**config.mk**
```make
export PLATFORM = sky130hd
export DESIGN_NAME = bcd_digit_collector_flat
export DESIGN_NICKNAME = d
export VERILOG_FILES = /design/src/rtl/bcd_digit_collector_if.sv /design/src/rtl/bcd_digit_collector.sv /design/src/flat_wrapper.sv
export SDC_FILE = /design/constraint.sdc
export NUM_CORES = 1
export LEC_CHECK = 0
export ABC_AREA = 1
export BUFFER_PORTS_ARGS = -buffer_cell sky130_fd_sc_hd__buf_2
export CAP_MARGIN = 20
export CORE_MARGIN = 5
export CORE_UTILIZATION = 54
export DETAILED_ROUTE_END_ITERATION = 10
export PLACE_DENSITY = 0.84
export SLEW_MARGIN = 40
export SYNTH_ARGS = -nofsm -noshare
export SYNTH_HDL_FRONTEND = slang
export SYNTH_SLANG_ARGS = --single-unit
```
**constraint.sdc**
```tcl
create_clock -name clk -period 2.2 [get_ports clk]
set_clock_uncertainty 0.1 [all_clocks]
set_input_delay 0.22 -clock clk [delete_from_list [all_inputs] [get_ports clk]]
set_output_delay 0.22 -clock clk [all_outputs]
set_load 0.01 [all_outputs]
```
**src/rtl/bcd_digit_collector_if.sv**
```systemverilog
// Signal bundle between the BCD digit collector, its upstream source, the
// sequential binary-to-decimal converter and the display/output consumer.
interface bcd_digit_collector_if #(
  parameter int unsigned BIN_W  = 27,
  parameter int unsigned DIGITS = 8
) ();
  // Upstream binary value handshake
  logic                  bin_valid;
  logic                  bin_ready;
  logic [BIN_W-1:0]      bin_data;
  // Converter control and digit return
  logic [BIN_W-1:0]      conv_bin;
  logic                  conv_req_pls;
  logic                  conv_next_pls;
  logic [3:0]            conv_dec;
  // Result handshake
  logic [4*DIGITS-1:0]   bcd_out;
  logic [DIGITS-1:0]     blank_mask;
  logic                  ovf;
  logic                  out_valid;
  logic                  out_ready;

  // Collector side
  modport master (
    input  bin_valid, bin_data, conv_dec, out_ready,
    output bin_ready, conv_bin, conv_req_pls, conv_next_pls,
    output bcd_out, blank_mask, ovf, out_valid
  );

  // Environment side (source, converter, consumer)
  modport slave (
    output bin_valid, bin_data, conv_dec, out_ready,
    input  bin_ready, conv_bin, conv_req_pls, conv_next_pls,
    input  bcd_out, blank_mask, ovf, out_valid
  );
endinterface

```
**src/rtl/bcd_digit_collector.sv**
```systemverilog
// Sequencer/consumer for a sequential binary-to-decimal converter: accepts a
// binary value, pulses the converter through its digits, packs the captured
// digits MSB-first into a BCD word and presents it with a leading-zero mask.
module bcd_digit_collector #(
  parameter int unsigned BIN_W  = 27,
  parameter int unsigned DIGITS = 8,
  parameter int unsigned SETTLE = 5
) (
  input logic                   clk,
  input logic                   reset_n,
  bcd_digit_collector_if.master bus_io
);
  localparam int unsigned BcdW = 4 * DIGITS;
  localparam int unsigned IdxW = (DIGITS > 1) ? $clog2(DIGITS) : 1;

  function automatic logic [63:0] max_value(input int unsigned n);
    logic [63:0] p;
    p = 64'd1;
    for (int unsigned i = 0; i < n; i++) p = p * 64'd10;
    return p - 64'd1;
  endfunction

  localparam logic [63:0] MaxVal = max_value(DIGITS);

  typedef enum logic [2:0] {StIdle, StStart, StWait, StCapture, StNext, StDone} state_e;

  state_e            state_q, state_d;
  logic [BIN_W-1:0]  bin_q, bin_d;
  logic [BcdW-1:0]   bcd_q, bcd_d;
  logic [DIGITS-1:0] mask_q, mask_d;
  logic              ovf_q, ovf_d;
  logic [IdxW-1:0]   idx_q, idx_d;
  logic [3:0]        cnt_q, cnt_d;
  logic [BcdW-1:0]   bcd_shift;
  logic [DIGITS-1:0] mask_calc;

  // Word as it will look once the digit currently on conv_dec is shifted in
  always_comb begin
    bcd_shift = {bcd_q[BcdW-5:0], bus_io.conv_dec};
  end

  // Leading-zero mask of the shifted word; digit 0 is never blanked, nothing
  // is blanked on overflow
  always_comb begin
    logic all_zero;
    mask_calc = '0;
    all_zero  = 1'b1;
    for (int i = DIGITS - 1; i >= 1; i--) begin
      all_zero     = all_zero && (bcd_shift[4*i +: 4] == 4'd0);
      mask_calc[i] = all_zero && !ovf_q;
    end
  end

  // Next-state logic for the sequencer and its datapath registers
  always_comb begin
    state_d = state_q;
    bin_d   = bin_q;
    bcd_d   = bcd_q;
    mask_d  = mask_q;
    ovf_d   = ovf_q;
    idx_d   = idx_q;
    cnt_d   = cnt_q;
    unique case (state_q)
      StIdle: begin
        if (bus_io.bin_valid) begin
          bin_d   = bus_io.bin_data;
          ovf_d   = (64'(bus_io.bin_data) > MaxVal);
          bcd_d   = '0;
          idx_d   = IdxW'(DIGITS - 1);
          state_d = StStart;
        end
      end
      StStart, StNext: begin
        cnt_d   = 4'(SETTLE);
        state_d = StWait;
      end
      StWait: begin
        cnt_d = cnt_q - 4'd1;
        if (cnt_q == 4'd1) state_d = StCapture;
      end
      StCapture: begin
        bcd_d = bcd_shift;
        if (idx_q == '0) begin
          mask_d  = mask_calc;
          state_d = StDone;
        end else begin
          idx_d   = idx_q - IdxW'(1);
          state_d = StNext;
        end
      end
      StDone: begin
        if (bus_io.out_ready) state_d = StIdle;
      end
      default: state_d = StIdle;
    endcase
  end

  // State and datapath registers; reset aborts any conversion in flight
  always_ff @(posedge clk or negedge reset_n) begin
    if (!reset_n) begin
      state_q <= StIdle;
      bin_q   <= '0;
      bcd_q   <= '0;
      mask_q  <= '0;
      ovf_q   <= 1'b0;
      idx_q   <= '0;
      cnt_q   <= '0;
    end else begin
      state_q <= state_d;
      bin_q   <= bin_d;
      bcd_q   <= bcd_d;
      mask_q  <= mask_d;
      ovf_q   <= ovf_d;
      idx_q   <= idx_d;
      cnt_q   <= cnt_d;
    end
  end

  // Outputs decoded from the registered state
  always_comb begin
    bus_io.bin_ready     = (state_q == StIdle);
    bus_io.conv_req_pls  = (state_q == StStart);
    bus_io.conv_next_pls = (state_q == StNext);
    bus_io.out_valid     = (state_q == StDone);
    bus_io.conv_bin      = bin_q;
    bus_io.bcd_out       = bcd_q;
    bus_io.blank_mask    = mask_q;
    bus_io.ovf           = ovf_q;
  end
endmodule

```
**src/flat_wrapper.sv**
```systemverilog
// flat-port wrapper written by rule: the top's interface ports become plain ports
module bcd_digit_collector_flat 
#(
  parameter int unsigned BIN_W  = 27,
  parameter int unsigned DIGITS = 8,
  parameter int unsigned SETTLE = 5
)
  (clk, reset_n, bus_io_bin_valid, bus_io_bin_data, bus_io_conv_dec, bus_io_out_ready, bus_io_bin_ready, bus_io_conv_bin, bus_io_conv_req_pls, bus_io_conv_next_pls, bus_io_bcd_out, bus_io_blank_mask, bus_io_ovf, bus_io_out_valid);
  bcd_digit_collector_if #(.BIN_W(BIN_W), .DIGITS(DIGITS)) bus_io_i ();
  input logic clk;
  input logic reset_n;
  input wire logic [$bits(bus_io_i.bin_valid)-1:0] bus_io_bin_valid;
  input wire logic [$bits(bus_io_i.bin_data)-1:0] bus_io_bin_data;
  input wire logic [$bits(bus_io_i.conv_dec)-1:0] bus_io_conv_dec;
  input wire logic [$bits(bus_io_i.out_ready)-1:0] bus_io_out_ready;
  output wire logic [$bits(bus_io_i.bin_ready)-1:0] bus_io_bin_ready;
  output wire logic [$bits(bus_io_i.conv_bin)-1:0] bus_io_conv_bin;
  output wire logic [$bits(bus_io_i.conv_req_pls)-1:0] bus_io_conv_req_pls;
  output wire logic [$bits(bus_io_i.conv_next_pls)-1:0] bus_io_conv_next_pls;
  output wire logic [$bits(bus_io_i.bcd_out)-1:0] bus_io_bcd_out;
  output wire logic [$bits(bus_io_i.blank_mask)-1:0] bus_io_blank_mask;
  output wire logic [$bits(bus_io_i.ovf)-1:0] bus_io_ovf;
  output wire logic [$bits(bus_io_i.out_valid)-1:0] bus_io_out_valid;
  assign bus_io_i.bin_valid = bus_io_bin_valid;
  assign bus_io_i.bin_data = bus_io_bin_data;
  assign bus_io_i.conv_dec = bus_io_conv_dec;
  assign bus_io_i.out_ready = bus_io_out_ready;
  assign bus_io_bin_ready = bus_io_i.bin_ready;
  assign bus_io_conv_bin = bus_io_i.conv_bin;
  assign bus_io_conv_req_pls = bus_io_i.conv_req_pls;
  assign bus_io_conv_next_pls = bus_io_i.conv_next_pls;
  assign bus_io_bcd_out = bus_io_i.bcd_out;
  assign bus_io_blank_mask = bus_io_i.blank_mask;
  assign bus_io_ovf = bus_io_i.ovf;
  assign bus_io_out_valid = bus_io_i.out_valid;
  bcd_digit_collector #(.BIN_W(BIN_W), .DIGITS(DIGITS), .SETTLE(SETTLE)) u_core (.clk(clk), .reset_n(reset_n), .bus_io(bus_io_i));
endmodule
```
* Word-level counts from Yosys, hierarchy flattened
Cells that the tools add are included.
** Cells by class
- Multiplexer cells :: 11
- Magnitude comparators :: 1
- Reduce and logical (&&, ||, !) cells :: 31
- Equal/unequal tests :: 10
- Add/subtract/negate cells :: 2
** Operator list (count)
- $pmux 32 s2 :: 1
- $mux 32 :: 1
- $logic_not 4->1 :: 7
- $gt 27x27->1 const B :: 1
- $mux 3 :: 5
- $pmux 3 s5 :: 1
- $logic_and 1x1->1 :: 13
- $pmux 4 s2 :: 1
- $eq 3x2->1 const B :: 2
- $eq 3x3->1 const B :: 2
- $logic_not 3->1 :: 2
- $ne 2x2->1 const B :: 3
- $pmux 3 s2 :: 1
- $reduce_and 2->1 :: 3
- $reduce_and 3->1 :: 2
- $eq 4x1->1 const B :: 1
- $reduce_bool 2->1 :: 2
- $sub 4x1->4 const B :: 1
- $eq 3x1->1 const B :: 1
- $sub 3x1->3 const B :: 1
- $ne 2x1->1 const B :: 1
- $reduce_or 2->1 :: 1
- $logic_not 1->1 :: 1
- $mux 1 :: 1
** Word-level totals
- Logic and storage cells :: 62
- Bits in registers :: 77
- Input bits :: 35

* Logic depth before layout (Yosys ltp)
- Depth after elaboration :: 8
- Mapped depth :: 11
- Gate-level depth less buffers :: 11

* Least setup slack after synthesis
No wires, ideal clock.
- Kind :: reg2reg
- From :: register u_core.idx_q[0]
- To :: register u_core.idx_q[1]
- Stages on the path, launching flop included :: 6
- Path buffers :: 0
- Arrival :: 1.255 ns
- Slack :: 0.696 ns
- Library setup time :: 0.149 ns
- Data required time :: 1.951 ns
- Clock period less this slack :: 1.504 ns
- Path through :: dfrtp_1 inv_1 ha_1 ha_1 nor4_1 a22oi_1
** Between the ends
- Longest elaborated chain between the ends :: 3
- Elaborated cells on any way between the ends :: 6
- Those cells by class :: 1 x add/sub; 1 x eq/ne; 2 x mux; 2 x reduce/logical
** Ends and longest elaborated chain
- from (decl) :: line bcd_digit_collector.sv:32 : logic [IdxW-1:0] idx_q, idx_d;
- from (signal assigned) :: line bcd_digit_collector.sv:114 : idx_q <= idx_d;
- $sub 3x1->3 or $logic_not 3->1 (tied branches) :: line bcd_digit_collector.sv:87, bcd_digit_collector.sv:83
- $mux 3 or $ne 2x2->1 (tied branches)
- $pmux 3 s2 or $reduce_and 3->1 (tied branches)
Parallel ways exist; a longest one is shown, timed or not. The select of a mux whose other input is x is not followed.
A chain may end at the register's enable or synchronous reset.

* Final worst setup path
- From :: register u_core.state_q[0]
- To :: register u_core.bcd_q[26], in the netlist u_core.bus_io.bcd_out[26]
** Between the ends
- Longest elaborated chain between the ends :: 3
- Elaborated cells on any way between the ends :: 6
- Those cells by class :: 2 x eq/ne; 1 x mux; 3 x reduce/logical
** Ends and longest elaborated chain
- from (decl) :: line bcd_digit_collector.sv:27 : state_e state_q, state_d;
- from (signal assigned) :: line bcd_digit_collector.sv:101 : state_q <= StIdle;
- from (signal assigned) :: line bcd_digit_collector.sv:109 : state_q <= state_d;
- $eq 3x2->1 or $logic_not 3->1 (tied branches) :: line bcd_digit_collector.sv:63 : unique case (state_q)
- $reduce_bool 2->1 (no line) or $ne 2x2->1 (tied branches)
- $reduce_and 2->1 (no line)
- to (signal assigned) :: line bcd_digit_collector.sv:103 : bcd_q <= '0;
- to (signal assigned) :: line bcd_digit_collector.sv:111 : bcd_q <= bcd_d;
- to (decl) :: line bcd_digit_collector.sv:29 : logic [BcdW-1:0] bcd_q, bcd_d;
Parallel ways exist; a longest one is shown, timed or not.

==> results.toml <==
[die]
rows = 28
ios = 107
dieArea_sq_mm = 0.00786
initial_core_util_pct = 56.1
die_h_um = 88.7
core_area_sq_mm = 0.00596
die_x_um = 88.7

[drt]
first_pass_iters = 5
drc = 0
postRouteAntennaNets = 0
routed_wl_um = 8450
routedWlPerCell_um = 14.5
viasPerCell = 5.09
via_count = 2963
first_iter_violations = 181

[worst_setup_path]
critPathLaunchType = "flip-flop"
arrival_ps = 1820
crit_end = "u_core.bus_io.bcd_out[26]"
required_ps = 2310
r2r-end = "u_core.bus_io.bcd_out[26]"
endpoint_kind = "flip-flop"
crit_fanout = 17
critPathLaunch = "u_core.state_q[0]"
rrSetupSlack_ps = 500
rr_worst_depth = 7
critical_path_class = "reg2reg"
r2r_start = "u_core.state_q[0]"

[placed_design]
gp_routability_congestion = 0.824
numPortBuffers = 105
hpwl_um = 5910

[yosys]
yosysTopAreaCell = "dfrtp_1"
syn-instance-count = 377
ys_warn_count = 0
synth.distinct_cells = 31
synth_nets = 416
synth_area_leaders = "dfrtp_1, nand2_1, inv_1, o22ai_1, nand3_1"
synthesis.area_sq_mm = 0.00334
ys_seq_area_share_pct = 57.7
synth_area_per_cell_sq_um = 8.86
synth_top_area_share_pct = 57.7
ys_seq_elements = 77

[final_layout]
regArea_sq_mm = 0.00193
multi_input_area_sq_mm = 0.00110
final_cell_mix = "nand2_1, buf_2, dfrtp_1"
nets = 540
area_growth_pct = 28.0
fillers = 462
drive_gt1_share_pct = 27.3
final_common_cell = "nand2_1"

[cts]
cts_tree = "done"
path_clk_slew_ps = 80
cts_hold_buf = 16
numCtsBuffers = 9
postCtsSetupBuffers = 0
clock_sinks = 77
ctsResizeCount = 0
cts_buffer_depth = 2
cts-root-buf = "clkbuf_8"
htreeDepth = 3
insertion_delay_ps = 340

[grt]
grt_overflow_total = 0
grt_use_total_pct = 22.7
grt_max_degree = 43
grt_pass1_vias = 2924
grt_pass1_wl_um = 13800
antenna_found_initial = 0

[timing]
max_freq_mhz = 587
tns_ps = 0
fin_crit_ps = 1700
timing.final.crit_share_pct = 77.4
hold_viol_final = 0
setup_viol = 0
rsz0062_at_grt = "false"
maxSlewViolCount = 0

[run]
drv_cap = 0

[hold_path]
min_path_type = "in2reg"

[pwr]
ir_drop_mv = 0.466
fin_total_pwr_mw = 2.72
power_leakage_nw = 2.45
cellPowerDensity_mw_per_mm2 = 636

[outcome]
outcome = "finished, final reports clean"
[synth_stat cells]
cell and number:
a21oi_1 3, a22oi_1 2, buf_1 2, buf_2 3
buf_4 3, buf_6 5, clkbuf_1 1, conb_1 1
dfrtp_1 77, ha_1 4, inv_1 50, inv_2 3
inv_4 1, nand2_1 123, nand2_2 2, nand3_1 16
nand3_2 1, nand3_4 1, nand4_1 4, nor2_1 18
nor2_2 1, nor3_1 5, nor3_2 1, nor4_1 3
o21a_1 1, o21ai_0 4, o21ai_1 13, o22ai_1 26
o31ai_2 1, xnor2_1 1, xor2_1 1
[through the flow]
step,instances,instance area [sq um],hold WS (ps),setup WS [ps],utilization [%]
2_1_floorplan,377,3340,-176,696,-
3_3_place_gp,549,3920,101,583,65.7
3_5_place_dp,549,3920,102,519,65.7
4_1_cts,581,4270,0.136,491,71.8
5_1_grt,581,4270,4.83,405,71.8
6_report,582,4280,7.67,497,71.8
[final cells by class]
class / instances / area share (%)
multi-input cells: 232 / 25.8
clock buffers: 9 / 2.90
diodes: 1 / 0.0585
well taps: 75 / 2.19
flip-flops and latches: 77 / 45.1
clock inverters: 7 / 1.76
repair buffers: 127 / 17.4
inverters: 54 / 4.80
[per-layer routing]
| layer | track usage (%) | wire length [um] | vias to the layer above | part of all wire [%] |
|---|---|---|---|---|
| met1 | 30.5 | 3550 | 1408 | 42 |
| met4 | 9.34 | 143 | 0 | 1.7 |
| met3 | 3.17 | 398 | 13 | 4.7 |
| met5 | 0 | 0 | - | 0 |
| met2 | 37.0 | 4360 | 92 | 52 |
| li1 | - | - | 1450 | - |
[worst min path at each step]
stage	start	to	slack, ps	cells past startpoint
3_3_place_gp	reset_n	u_core.bus_io.bcd_out[19]	100	1
3_5_place_dp	reset_n	u_core.bus_io.bcd_out[15]	100	1
5_1_grt	bus_io_bin_data[21]	u_core.bus_io.conv_bin[21]	5	3
2_1_floorplan	reset_n	u_core.bus_io.bcd_out[0]	-180	0
4_1_cts	bus_io_bin_data[21]	u_core.bus_io.conv_bin[21]	0.1	3
6_report	bus_io_bin_data[21]	u_core.bus_io.conv_bin[21]	8	3
[cells by family (layout without fill, tap and decap cells)]
kind of cell	Yosys count	in the layout	synth area share, %
and+or+nand+nor	175	175	22.0
adders and majority gates	4	4	1.50
other	1	2	0.112
xor gates and xnor gates	2	2	0.524
AOI/OAI and AO/OA	50	50	8.91
buffers and inverters	68	197	9.29
DFF	77	77	57.7
[where the power goes]
group | internal (mW) | total [mW] | leakage [nW] | switching (mW)
sequential | 1.44 | 1.46 | 0.996 | 0.0172
combinational | 0.0848 | 0.202 | 1.37 | 0.117
clock | 0.528 | 1.06 | 0.0918 | 0.534
total | 2.05 | 2.72 | 2.45 | 0.668
[worst max-delay path, stage by stage, from the launching register on]
cell and delay (ps):
dfrtp_1 450, nor2_1 170, nand2_1 100, inv_2 80, nand2_2 80, nand2_2 270
buf_4 250, o22ai_1 90
[state kept, by name, indices dropped and copies added (netlist names)]
signal / cells
u_core.bus_io.blank_mask: 7
u_core.cnt_q: 4
u_core.bus_io.ovf: 1
u_core.idx_q: 3
u_core.bus_io.conv_bin: 27
u_core.state_q: 3
u_core.bus_io.bcd_out: 32
(Power assumes the default switching activity.)
